File: src/rtl/imem_uart_loader.sv
// imem_uart_loader: UART 8N1 program loader for the instruction memory.
// Assembles little-endian words and holds the CPU while loading.
// Ports:
//   clk, rstn          clock, async active-low reset
//   uart_rx, load_en   async serial line and session request
//   im_we/addr/wdata   instruction-memory write port
//   cpu_hold           high while a session is active
//   word_cnt           words written this (or last) session
//   load_done          one-cycle pulse at session end
//   frame_err/ovf_err  sticky session error flags
//   part_err           incomplete word pending at session end
module imem_uart_loader #(
  parameter int unsigned CLK_HZ = 100_000_000,
  parameter int unsigned BAUD   = 115200,
  parameter int unsigned ADDR_W = 6
) (
  input  logic              clk,
  input  logic              rstn,
  input  logic              uart_rx,
  input  logic              load_en,
  output logic              im_we,
  output logic [ADDR_W-1:0] im_addr,
  output logic [31:0]       im_wdata,
  output logic              cpu_hold,
  output logic [ADDR_W:0]   word_cnt,
  output logic              load_done,
  output logic              frame_err,
  output logic              ovf_err,
  output logic              part_err
);

  localparam int unsigned DIV   = CLK_HZ / BAUD;
  localparam int unsigned CNT_W = $clog2(DIV);

  localparam logic [CNT_W-1:0] HALF = CNT_W'(DIV / 2 - 1);
  localparam logic [CNT_W-1:0] LAST = CNT_W'(DIV - 1);

  localparam logic [ADDR_W:0] MAX_WORDS =
    {1'b1, {ADDR_W{1'b0}}};

  typedef enum logic [2:0] {
    S_IDLE,
    S_START,
    S_DATA,
    S_STOP,
    S_WAIT
  } state_e;

  // synchronizers
  logic rx_m_q;
  logic rx_s_q;
  logic le_m_q;
  logic le_s_q;

  always_ff @(posedge clk or negedge rstn) begin
    if (!rstn) begin
      rx_m_q <= 1'b1;
      rx_s_q <= 1'b1;
      le_m_q <= 1'b0;
      le_s_q <= 1'b0;
    end else begin
      rx_m_q <= uart_rx;
      rx_s_q <= rx_m_q;
      le_m_q <= load_en;
      le_s_q <= le_m_q;
    end
  end

  // receiver state
  state_e           state_q;
  state_e           state_d;
  logic [CNT_W-1:0] tick_q;
  logic [CNT_W-1:0] tick_d;
  logic [2:0]       bit_q;
  logic [2:0]       bit_d;
  logic [7:0]       sh_q;
  logic [7:0]       sh_d;

  // session / word state
  logic              active_q;
  logic              active_d;
  logic [1:0]        bidx_q;
  logic [1:0]        bidx_d;
  logic [23:0]       word_q;
  logic [23:0]       word_d;
  logic [ADDR_W:0]   wcnt_q;
  logic [ADDR_W:0]   wcnt_d;
  logic              we_q;
  logic              we_d;
  logic [ADDR_W-1:0] addr_q;
  logic [ADDR_W-1:0] addr_d;
  logic [31:0]       wdata_q;
  logic [31:0]       wdata_d;
  logic              done_q;
  logic              done_d;
  logic              fe_q;
  logic              fe_d;
  logic              ovf_q;
  logic              ovf_d;
  logic              pe_q;
  logic              pe_d;

  logic run;
  logic byte_ok;
  logic bad_stop;

  // The receiver only advances while a session is active and
  // not ending; the end cycle itself aborts any byte.
  assign run = active_q & le_s_q;

  always_comb begin
    state_d  = state_q;
    tick_d   = tick_q;
    bit_d    = bit_q;
    sh_d     = sh_q;
    byte_ok  = 1'b0;
    bad_stop = 1'b0;
    if (!run) begin
      state_d = S_IDLE;
      tick_d  = '0;
      bit_d   = '0;
    end else begin
      unique case (state_q)
        S_IDLE: begin
          if (!rx_s_q) begin
            state_d = S_START;
            tick_d  = '0;
          end
        end
        S_START: begin
          if (tick_q == HALF) begin
            tick_d  = '0;
            bit_d   = '0;
            state_d = rx_s_q ? S_IDLE : S_DATA;
          end else begin
            tick_d = tick_q + 1'b1;
          end
        end
        S_DATA: begin
          if (tick_q == LAST) begin
            tick_d = '0;
            sh_d   = {rx_s_q, sh_q[7:1]};
            if (bit_q == 3'd7) begin
              state_d = S_STOP;
            end else begin
              bit_d = bit_q + 3'd1;
            end
          end else begin
            tick_d = tick_q + 1'b1;
          end
        end
        S_STOP: begin
          if (tick_q == LAST) begin
            tick_d = '0;
            if (rx_s_q) begin
              byte_ok = 1'b1;
              state_d = S_IDLE;
            end else begin
              bad_stop = 1'b1;
              state_d  = S_WAIT;
            end
          end else begin
            tick_d = tick_q + 1'b1;
          end
        end
        S_WAIT: begin
          if (rx_s_q) begin
            state_d = S_IDLE;
          end
        end
        default: state_d = S_IDLE;
      endcase
    end
  end

  always_comb begin
    active_d = active_q;
    bidx_d   = bidx_q;
    word_d   = word_q;
    wcnt_d   = wcnt_q;
    we_d     = 1'b0;
    addr_d   = addr_q;
    wdata_d  = wdata_q;
    done_d   = 1'b0;
    fe_d     = fe_q;
    ovf_d    = ovf_q;
    pe_d     = pe_q;
    if (le_s_q && !active_q) begin
      active_d = 1'b1;
      wcnt_d   = '0;
      bidx_d   = '0;
      fe_d     = 1'b0;
      ovf_d    = 1'b0;
      pe_d     = 1'b0;
    end else if (!le_s_q && active_q) begin
      active_d = 1'b0;
      done_d   = 1'b1;
      pe_d     = (bidx_q != 2'd0);
      bidx_d   = '0;
    end else if (run) begin
      if (bad_stop) begin
        fe_d = 1'b1;
      end
      if (byte_ok) begin
        bidx_d = bidx_q + 2'd1;
        unique case (bidx_q)
          2'd0: word_d[7:0]   = sh_q;
          2'd1: word_d[15:8]  = sh_q;
          2'd2: word_d[23:16] = sh_q;
          2'd3: begin
            if (wcnt_q < MAX_WORDS) begin
              we_d    = 1'b1;
              addr_d  = wcnt_q[ADDR_W-1:0];
              wdata_d = {sh_q, word_q};
              wcnt_d  = wcnt_q + 1'b1;
            end else begin
              ovf_d = 1'b1;
            end
          end
        endcase
      end
    end
  end

  always_ff @(posedge clk or negedge rstn) begin
    if (!rstn) begin
      state_q  <= S_IDLE;
      tick_q   <= '0;
      bit_q    <= '0;
      sh_q     <= '0;
      active_q <= 1'b0;
      bidx_q   <= '0;
      word_q   <= '0;
      wcnt_q   <= '0;
      we_q     <= 1'b0;
      addr_q   <= '0;
      wdata_q  <= '0;
      done_q   <= 1'b0;
      fe_q     <= 1'b0;
      ovf_q    <= 1'b0;
      pe_q     <= 1'b0;
    end else begin
      state_q  <= state_d;
      tick_q   <= tick_d;
      bit_q    <= bit_d;
      sh_q     <= sh_d;
      active_q <= active_d;
      bidx_q   <= bidx_d;
      word_q   <= word_d;
      wcnt_q   <= wcnt_d;
      we_q     <= we_d;
      addr_q   <= addr_d;
      wdata_q  <= wdata_d;
      done_q   <= done_d;
      fe_q     <= fe_d;
      ovf_q    <= ovf_d;
      pe_q     <= pe_d;
    end
  end

  assign im_we     = we_q;
  assign im_addr   = addr_q;
  assign im_wdata  = wdata_q;
  assign cpu_hold  = active_q;
  assign word_cnt  = wcnt_q;
  assign load_done = done_q;
  assign frame_err = fe_q;
  assign ovf_err   = ovf_q;
  assign part_err  = pe_q;

endmodule

File: config.mk
export PLATFORM = sky130hd
export DESIGN_NAME = imem_uart_loader
export DESIGN_NICKNAME = d
export VERILOG_FILES = /design/src/rtl/imem_uart_loader.sv
export SDC_FILE = /design/constraint.sdc
export NUM_CORES = 1
export LEC_CHECK = 0
export ABC_AREA = 1
export ABC_CLOCK_PERIOD_IN_PS = 2900
export CAP_MARGIN = 20
export CORE_MARGIN = 2
export CORE_UTILIZATION = 40
export DETAILED_ROUTE_END_ITERATION = 12
export HOLD_SLACK_MARGIN = 0.05
export PLACE_DENSITY_LB_ADDON = 0.05
export SETUP_SLACK_MARGIN = 0.05
export SYNTH_ARGS = -nofsm -noshare
export SYNTH_HDL_FRONTEND = slang
export SYNTH_SLANG_ARGS = --single-unit
File: constraint.sdc
create_clock -name clk -period 2.9 [get_ports clk]
set_input_delay 0.29 -clock clk [delete_from_list [all_inputs] [get_ports clk]]
set_output_delay 0.29 -clock clk [all_outputs]
set_load 0.02 [all_outputs]
==> results of run 1 <==
==> Yosys cell counts (6+ instances only) <==
library cell and count:
buf_2 6, clkbuf_1 7, dfrtp_1 103, ha_1 12, inv_1 73, nand2_1 163, nand3_1 32, nand4_1 16
nor2_1 26, o21ai_0 52, o21ai_1 22, o21ai_2 10
==> layout by cell type (no fill, tap or decap), types with 2 or more instances in the layout <==
cell type          n
nand3_1           32
a21oi_1            4
nand4_1           16
nor3_1             3
clkdlybuf4s50_1   53
inv_1             73
clkinvlp_4         2
buf_4              2
nand2_2            3
clkbuf_8           3
clkbuf_16          9
nor2_1            26
o21ai_2           10
nand3b_1           3
dfstp_2            2
nand3_4            4
nand2_1          163
ha_1              12
o21ai_1           22
o21ai_0           52
buf_12             2
dfrtp_1          103
==> per-stage QoR <==
stage	utilization (%)	hold slack (ns)	cell area, um2	instances	power, uW
after global routing	48.84	0.2889	5842	765	3375
after floorplan	-	-0.005591	4892	564	1888
after CTS	48.84	0.2829	5842	765	3254
after detailed placement	46.30	0.1155	5538	748	2047
final	48.84	0.2855	5842	765	3218
after global placement	46.30	0.1131	5538	748	2042
==> area by class of cell <==
| class | instances | share of cell area [%] |
|---|---|---|
| Inverter | 75 | 4.905 |
| Tap cell | 147 | 3.148 |
| Sequential cell | 105 | 45.02 |
| Clock inverter | 3 | 0.4069 |
| Clock buffer | 13 | 4.626 |
| Timing Repair Buffer | 58 | 10.19 |
| Multi-Input combinational cell | 364 | 31.70 |
==> path summary, 6_finish.rpt <==
kind / cells past startpoint / to / from / slack (ns)
hold / removal: 2 / im_wdata[23]$_DFFE_PN0P_ / rstn / 0.29
setup / recovery: 9 / im_wdata[31]$_DFFE_PN0P_ / tick_q[1]$_DFFE_PN0P_ / 0.78
max in group asynchronous: 3 / rx_m_q$_DFF_PN1_ / rstn / 1.88
hold reg to reg: 0 / rx_s_q$_DFF_PN1_ / rx_m_q$_DFF_PN1_ / 0.36
min in group clk: 1 / rx_m_q$_DFF_PN1_ / uart_rx / 0.34
setup reg to reg: 9 / im_wdata[31]$_DFFE_PN0P_ / tick_q[1]$_DFFE_PN0P_ / 0.78
==> power by group through the flow <==
stage          Clock (uW)  Combinational [uW]  Sequential, uW
2_1_floorplan           0                 287            1600
3_3_place_gp            0                 456            1590
3_5_place_dp            0                 459            1590
4_1_cts              1230                 462            1560
5_1_grt              1290                 515            1570
6_report             1200                 456            1560
==> logic make-up (layout without fill, tap and decap cells) <==
| logic type | after synthesis | after routing | synth area share (%) |
|---|---|---|---|
| simple gates | 258 | 258 | 24.02 |
| flops | 105 | 105 | 53.76 |
| compound gates | 92 | 92 | 10.41 |
| fa+ha+maj | 12 | 12 | 3.069 |
| buf+inv | 95 | 149 | 8.389 |
| xor+xnor | 2 | 2 | 0.3581 |
==> worst max-delay path, cell delays in order (launching register included) <==
cell	delay, ns
dfrtp_1	0.40
ha_1	0.28
nand3_1	0.18
nor2_4	0.22
nand2_4	0.09
inv_6	0.11
nand3_4	0.25
buf_12	0.30
nand2_1	0.08
o21ai_0	0.07
==> layer usage <==
metal	GRT usage, %	vias up
met5	0	-
met4	7.642	0
met3	3.123	14
met2	26.15	59
met1	22.81	1746
li1	-	1902
==> flip-flops by register name, summed over array words and instances, names as in the netlist, 2 cells and up <==
signal,flops
bit_q,3
im_wdata,32
word_cnt,7
word_q,24
im_addr,6
bidx_q,2
state_q,3
sh_q,8
tick_q,10
==> flow_metrics.py, run 1 <==
metrics = {
    "clock_network": {
        "postCtsSetupBuffers": 0,
        "cts_root_buffer": "clkbuf_16",
        "clk_latency_ns": 0.35,
        "clkTransAtPathRegs_ns": 0.07,
        "clkSinkCount": 105,
        "cts_htree_levels": 3,
        "ctsHoldBuffers": 1,
        "clock_path_buffers": 2,
        "cts_resized": 0,
        "cts_tree": "done",
        "numCtsBuffers": 9,
    },
    "logic_synthesis": {
        "yosys_warnings": 0,
        "yosys-top-cells-area": "dfrtp_1 (53%), nand2_1 (13%), inv_1 (5.6%)",
        "yosysTopAreaCell": "dfrtp_1",
        "ys.flop_type": "dfrtp_1",
        "synth_top_area_share_pct": 52.69,
        "synth_seq_area_share_pct": 53.76,
        "avgSynthCellArea_um2": 8.674,
        "netlist_area_um2": 4892,
        "synth-edff-count": 0,
        "synth_cell_types": 37,
        "ys_seq_elements": 105,
        "postSynthCellCount": 564,
        "async_reset_ff_share_pct": 100.0,
        "syn_nets": 580,
    },
    "floorplan": {
        "die_h_um": 114.6,
        "die_x_um": 114.6,
        "io_pins": 55,
        "rows": 40,
        "fp.coreArea_um2": 11960,
        "die_area_um2": 13130,
        "initial_core_util_pct": 40.90,
    },
    "placed_design": {
        "gp_congestion": 0.8604,
        "dp_slack_ns": 0.7807,
        "port_buffers": 54,
        "dp_hpwl_um": 6956,
    },
    "detailed_routing": {
        "routedWlPerCell_um": 13.17,
        "wl_met3_um": 309,
        "routed.top_layer": "met4",
        "drt-total-wl_um": 10070,
        "avgViaCountPerCell": 4.864,
        "drtIter0Drc": 246,
        "met2_length_um": 4488,
        "detail-route-antenna-nets": 0,
        "vias": 3721,
        "wl_met1_um": 5069,
        "first_pass_iters": 4,
        "drc": 0,
    },
    "global_route": {
        "antenna_found_initial": 0,
        "grt_usage_pct": 16.79,
        "grt_pass1_wl_um": 17250,
        "grt_start_max_net_pins": 100,
        "gr-total-overflow": 0,
        "grt_pass1_vias": 3536,
    },
    "timing": {
        "slew_headroom_pct": 58.02,
        "hold_violations": 0,
        "tns_ns": 0,
        "fin_ws_ns": 0.7844,
        "fin_skew_ns": 0.007336,
        "max_freq_mhz": 472.7,
        "setup_violations": 0,
        "rsz0062_at_grt": "false",
        "slew_violations": 0,
        "fin_crit_ns": 2.116,
        "tightest_slew_ns": 0.6262,
        "min_period_over_period_pct": 72.95,
    },
    "pwr": {
        "clockPowerShare_pct": 37.4,
        "netSwitchingFraction_pct": 28.40,
        "power.leakage_uw": 0.002610,
        "p_int_uw": 2304,
        "ir_drop_v": 0.0003373,
        "p_seq_share_pct": 48.5,
        "combPwrFrac_pct": 14.2,
        "p_sw_uw": 914.0,
        "power_density_nw_per_um2": 550.9,
    },
    "flow_run": {
        "drv_cap": 0,
    },
    "final_layout": {
        "area_growth_pct": 19.41,
        "n_antenna_cell": 0,
        "n_fill_cell": 1174,
        "fin_nets": 629,
        "multiInputGateArea_um2": 1852,
        "drive_gt1_share_pct": 7.282,
        "ff_latch_area_um2": 2630,
    },
    "worst_setup_path": {
        "start_kind": "register",
        "setup.worst_path.class": "reg2reg",
        "cp_max_fo": 52,
        "setup.worst_path.end_class": "register",
        "arrival_ns": 2.35,
        "cp.required_ns": 3.13,
    },
    "worst_hold_path": {
        "hold_path_class": "in2async",
    },
    "status": {
        "status": "finished clean",
    },
}
Power figures use the tool's default switching activity.
==> inputs of run 2 (changes only) <==
ABC_CLOCK_PERIOD_IN_PS = 2100   (was 2900)
clock period = 2.1 ns   (was 2.9 ns; I/O delays follow)
==> run 2 against run 1 <==
  * Design area increased by 1.1%
  * Sequential cell count unchanged
  * Die area unchanged
  * Count of clock-buffer cells in the layout decreased by 1
  * Hold slack got worse by 0.020 ns
  * Non-clock buffer count increased by 6
  * Maximum frequency increased by 13%
  * Clock skew decreased by 0.00094 ns
  * Sequential share of layout area decreased by 0.49 points
  * Combinational power increased by 50%
  * Core utilization increased by 0.53 points
  * Global-route usage decreased by 0.24 points
==> flow_metrics.py, run 2 (same netlist as run 1, synthesis figures left out) <==
metrics = {
    "final_layout": {
        "area_growth_pct": 20.72,
        "final_cell_mix": "nand2_1 (163), dfrtp_1 (103), inv_1 (73)",
        "drive_gt1_share_pct": 7.853,
        "n_antenna_cell": 0,
        "finish.utilization_pct": 49.37,
        "fin_nets": 635,
        "largest_register_ffs": 32,
        "final_common_cell": "nand2_1",
    },
    "detailed_routing": {
        "detail-route-antenna-nets": 0,
        "drc": 0,
        "routedWlPerCell_um": 13.05,
        "avgViaCountPerCell": 4.824,
        "drtIter0Drc": 204,
        "vias": 3719,
        "drt-total-wl_um": 10060,
        "first_pass_iters": 4,
    },
    "worst_setup_path": {
        "start_kind": "register",
        "setup.worst_path.class": "reg2reg",
        "cp_max_fo": 76,
        "setup.worst_path.end_class": "register",
        "cp.required_ns": 2.33,
        "arrival_ns": 2.11,
    },
    "timing": {
        "setup_violations": 0,
        "tightest_slew_ns": 0.5563,
        "fin_skew_ns": 0.006396,
        "max_freq_mhz": 531.8,
        "slew_headroom_pct": 62.91,
        "min_period_over_period_pct": 89.54,
        "slew_violations": 0,
        "fin_crit_ns": 1.880,
        "hold_violations": 0,
        "rsz0062_at_grt": "false",
        "whs_ns": 0.2655,
        "tns_ns": 0,
    },
    "floorplan": {
        "initial_core_util_pct": 40.90,
        "io_pins": 55,
        "fp.coreArea_um2": 11960,
        "die_area_um2": 13130,
        "rows": 40,
        "die_h_um": 114.6,
        "die_x_um": 114.6,
    },
    "clock_network": {
        "clock_path_buffers": 2,
        "cts_resized": 0,
        "clkSinkCount": 105,
        "cts_root_buffer": "clkbuf_16",
        "cts_htree_levels": 3,
        "postCtsSetupBuffers": 0,
        "clk_latency_ns": 0.34,
        "numCtsBuffers": 9,
        "cts_tree": "done",
        "clkTransAtPathRegs_ns": 0.07,
    },
    "pwr": {
        "ir_drop_v": 0.0003569,
        "power.leakage_uw": 0.002648,
        "power_density_nw_per_um2": 783.6,
    },
    "global_route": {
        "antenna_found_initial": 0,
        "grt_pass1_vias": 3484,
        "gr-total-overflow": 0,
        "grt_pass1_wl_um": 17120,
        "grt_usage_pct": 16.55,
        "grt_start_max_net_pins": 106,
    },
    "placed_design": {
        "gp_congestion": 0.8235,
        "port_buffers": 54,
        "dp_hpwl_um": 6851,
    },
    "worst_hold_path": {
        "hold_path_class": "in2reg",
    },
    "flow_run": {
        "drv_cap": 0,
    },
    "status": {
        "status": "finished clean",
    },
}
run 2: worst paths after layout:
check | end | startpoint | slack (ns) | depth (start not counted)
worst min-delay path | rx_m_q$_DFF_PN1_ | uart_rx | 0.27 | 1
worst max register to register | im_wdata[29]$_DFFE_PN0P_ | tick_q[1]$_DFFE_PN0P_ | 0.22 | 9
max in group asynchronous | word_cnt[0]$_DFFE_PN0P_ | rstn | 1.21 | 3
worst min register to register | le_s_q$_DFF_PN0_ | le_m_q$_DFF_PN0_ | 0.35 | 0
worst max-delay path | im_wdata[29]$_DFFE_PN0P_ | tick_q[1]$_DFFE_PN0P_ | 0.22 | 9
min in group asynchronous | im_wdata[17]$_DFFE_PN0P_ | rstn | 0.48 | 3
run 2: final cells by class:
class / count / area (um2)
Fill cell: 1164 / 6056
Sequential cell: 105 / 2630
Multi-Input combinational cell: 364 / 1852
Timing Repair Buffer: 64 / 640.6
Inverter: 75 / 286.5
Clock buffer: 12 / 236.5
Tap cell: 147 / 183.9
Clock inverter: 4 / 76.32
run 2: repair_timing:
item,4_1_cts,5_1_grt
hold endpoints to repair,103,0
setup endpoints to repair,0,0
hold buffers,1,0
run 2: worst max-delay path: stages, from the launching register on:
cell     delay (ns)
dfrtp_1        0.39
ha_1           0.27
nand3_1        0.17
nor2_4         0.21
nand2_4        0.10
inv_6          0.11
nand3_4        0.08
buf_12         0.20
nand2_1        0.12
o21ai_2        0.06
run 2: layer usage:
metal | vias up | share of wire, % | track usage (%)
li1 | 1924 | - | -
met1 | 1725 | 50 | 22.87
met2 | 57 | 45 | 25.68
met3 | 13 | 2.7 | 2.806
met4 | 0 | 2.0 | 7.236
met5 | - | 0 | 0
run 2: power breakdown:
group	switching, uW	internal [uW]
sequential	70.5	2080
combinational	457	228
clock	736	1050
run 2: per-stage QoR:
stage / setup slack, ns / std cells / area, um2 / power (uW)
floorplan: 0.2485 / 564 / 4892 / 2608
global placement: 0.3005 / 754 / 5583 / 2872
detailed placement: 0.2552 / 754 / 5583 / 2883
CTS: 0.2410 / 771 / 5906 / 4711
global route: 0.07793 / 771 / 5906 / 4866
finish: 0.2196 / 771 / 5906 / 4628
==> inputs of run 3 (changes only) <==
ABC_AREA = 0   (was 1)
==> run 3 against run 2 <==
  * The flow now finishes with violations (setup timing)
  * Final cell count shrank 20%
  * Area after synthesis shrank 3.4%
  * Largest cell class unchanged
  * Hold slack lost 0.0078 ns
  * Sequential power shrank 2%
  * Register-to-register slack lost 0.32 ns
  * Critical path depth shrank 3
  * Clock skew is essentially flat
  * Maximum frequency shrank 14%
  * Wire length shrank 2.4%
  * Non-clock buffer count grew 53
  * Die area shrank 3.3%
==> flow_metrics.py, run 3 <==
metrics = {
    "global_route": {
        "gr-total-overflow": 0,
        "grt_usage_pct": 16.74,
        "antenna_found_initial": 0,
        "grt_pass1_wl_um": 16770,
        "grt_pass1_vias": 3302,
        "grt_start_max_net_pins": 45,
    },
    "pwr": {
        "total_power_uw": 4610,
        "power_density_nw_per_um2": 716.7,
        "power.leakage_uw": 0.003155,
        "ir_drop_v": 0.0006240,
    },
    "detailed_routing": {
        "drc": 0,
        "vias": 3183,
        "wl_met1_um": 4392,
        "met2_length_um": 4961,
        "first_pass_iters": 4,
        "routed.top_layer": "met4",
        "routedWlPerCell_um": 15.91,
        "avgViaCountPerCell": 5.159,
        "wl_met3_um": 356,
        "detail-route-antenna-nets": 0,
        "drt-total-wl_um": 9819,
        "drtIter0Drc": 127,
    },
    "worst_setup_path": {
        "cp_max_fo": 8,
        "r2r_slack_ns": -0.1,
        "start_kind": "register",
        "cp_cell_sequence": "or3b_4 -> or4_4 -> nor2_8 -> buf_6 -> nand3_4 -> mux2_4",
        "setup.worst_path.class": "reg2reg",
        "r2r_end": "word_q[3]$_DFFE_PN0P_",
        "setup.worst_path.end_class": "register",
        "rr_worst_depth": 6,
        "startpoint": "tick_q[2]$_DFFE_PN0P_",
        "cp-endpoint": "word_q[3]$_DFFE_PN0P_",
        "r2r-start": "tick_q[2]$_DFFE_PN0P_",
        "cpPeakStageDelay_ns": 0.53,
        "cp.required_ns": 2.34,
        "arrival_ns": 2.44,
        "cp_slowest_cell": "or4_4",
    },
    "floorplan": {
        "rows": 39,
        "die_x_um": 112.7,
        "die_area_um2": 12700,
        "io_pins": 55,
        "die_h_um": 112.7,
        "initial_core_util_pct": 41.20,
        "fp.coreArea_um2": 11470,
    },
    "logic_synthesis": {
        "ys.flop_type": "dfrtp_1",
        "synthAdderAreaFrac_pct": 3.178,
        "yosysMostFrequentCell": "dfrtp_1",
        "synth_cell_types": 55,
        "postSynthCellCount": 355,
        "synth_compound_area_share_pct": 6.753,
        "synthTopCellsByCount": "dfrtp_1 (103), mux2_2 (53), mux2_4 (20), nand2_1 (15), nand3_1 (14)",
        "yosys-top-cells-area": "dfrtp_1 (55%), mux2_2 (13%), mux2_4 (6.4%)",
        "synth_simple_gate_area_share_pct": 11.49,
        "yosysTopAreaCell": "dfrtp_1",
        "avgSynthCellArea_um2": 13.31,
        "synth_seq_area_share_pct": 55.67,
        "synth_top_area_share_pct": 54.56,
        "syn_nets": 371,
        "async_reset_ff_share_pct": 100.0,
        "synthMuxAreaShare_pct": 20.05,
        "yosys_warnings": 0,
        "synth_xor_area_share_pct": 0.1854,
        "synth-edff-count": 0,
        "ys_seq_elements": 105,
        "netlist_area_um2": 4725,
        "synth_top_family_by_area": "multiplexers",
    },
    "timing": {
        "rsz0062_at_grt": "true",
        "tightest_slew_ns": 0.4358,
        "fin_ws_ns": -0.09853,
        "hold_violations": 0,
        "whs_ns": 0.2577,
        "max_freq_mhz": 454.8,
        "slew_headroom_pct": 70.72,
        "slew_violations": 0,
        "min_period_over_period_pct": 104.7,
        "fin_skew_ns": 0.006483,
        "setup_violations": 63,
        "fin_crit_ns": 2.199,
    },
    "final_layout": {
        "n_antenna_cell": 0,
        "fin_nets": 486,
        "area_growth_pct": 36.15,
        "drive_gt1_share_pct": 39.66,
        "final_cell_mix": "dfrtp_1 (103), clkdlybuf4s50_1 (53), buf_4 (50)",
        "largest_register_ffs": 32,
        "final_common_cell": "dfrtp_1",
        "n_fill_cell": 968,
    },
    "clock_network": {
        "clk_latency_ns": 0.35,
        "cts_htree_levels": 3,
        "clock_path_buffers": 2,
        "clkTransAtPathRegs_ns": 0.07,
        "clkSinkCount": 105,
        "cts_root_buffer": "clkbuf_16",
        "cts_tree": "done",
        "numCtsBuffers": 9,
    },
    "placed_design": {
        "gp_congestion": 0.7792,
        "port_buffers": 54,
        "dp_hpwl_um": 6665,
    },
    "flow_run": {
        "drv_cap": 0,
    },
    "worst_hold_path": {
        "hold_path_class": "in2reg",
    },
    "status": {
        "status": "finished, violations left",
        "failed_checks": "setup timing",
    },
}
run 3: changes by cell type after synthesis, sizes merged, moves of 17 or more:
cell   delta
nand2   -152
nand3    -18
mux2     +73
o21ai    -70
inv      -65
nor2     -17
run 3: cell type report:
type	count	area [um2]	area share (%)
flip-flops and latches	105	2630	40.89
multi-input cells	227	2193	34.10
repair buffers	117	1092	16.98
clock buffers	9	225.2	3.501
well taps	143	178.9	2.782
clock inverters	6	75.07	1.167
inverters	10	37.54	0.5835
run 3: metal layers:
metal / vias to the layer above / track usage [%]
met4: 0 / 4.390
met2: 50 / 27.47
met1: 1605 / 21.68
met5: - / 0
met3: 9 / 5.130
li1: 1519 / -
run 3: worst max-delay path, delay by kind of cell, from the launching register on:
kind / cells / cell delay (ns)
muxes: 1 / 0.35
buffers and inverters: 1 / 0.12
and+or+nand+nor: 4 / 1.22
DFF: 1 / 0.38
run 3: kinds of logic (layout without fill, tap and decap cells):
family | count (synthesis) | in the layout
muxes | 78 | 78
adders and majority gates | 12 | 12
AOI/OAI and AO/OA | 47 | 47
DFF | 105 | 105
and+or+nand+nor | 89 | 89
xor gates and xnor gates | 1 | 1
buffers and inverters | 23 | 142
run 3: per-stage QoR:
| stage | instance area (um2) | utilization [%] | worst slack, ns | std cells | TNS (ns) |
|---|---|---|---|---|---|
| 6_report | 6432 | 56.09 | -0.09853 | 617 | -4.135 |
| 5_1_grt | 6432 | 56.09 | -0.1625 | 617 | -8.203 |
| 4_1_cts | 6201 | 54.08 | -0.1200 | 607 | -5.113 |
| 3_5_place_dp | 5754 | 50.18 | -0.1266 | 585 | -6.295 |
| 3_3_place_gp | 5754 | 50.18 | -0.1060 | 585 | -5.414 |
| 2_1_floorplan | 4743 | - | -0.2690 | 355 | -10.07 |
run 3: power by group:
| part | total [uW] | internal (uW) | switching (uW) |
|---|---|---|---|
| clock network | 1720 | 937 | 782 |
| registers | 2110 | 2070 | 40.6 |
| logic | 778 | 344 | 434 |
run 3: timing repair:
action / in CTS / in global routing
gates resized for setup: 16 / 38
pin swaps: 6 / 24
setup buffers: 6 / 11
hold buffers: 1 / 0
hold endpoints to repair: 29 / 0
gates cloned: 0 / 1
setup endpoints to repair: 81 / 90
run 3: how the worst min path moves through the flow:
stage | start | end | slack, ns | cells past startpoint
final | uart_rx | rx_m_q$_DFF_PN1_ | 0.26 | 1
after detailed placement | rstn | im_wdata[17]$_DFFE_PN0P_ | 0.18 | 1
after CTS | uart_rx | rx_m_q$_DFF_PN1_ | 0.24 | 1
after global placement | rstn | im_wdata[16]$_DFFE_PN0P_ | 0.19 | 1
after global routing | uart_rx | rx_m_q$_DFF_PN1_ | 0.25 | 1
after floorplan | rstn | bidx_q[0]$_DFFE_PN0P_ | -0.09 | 0
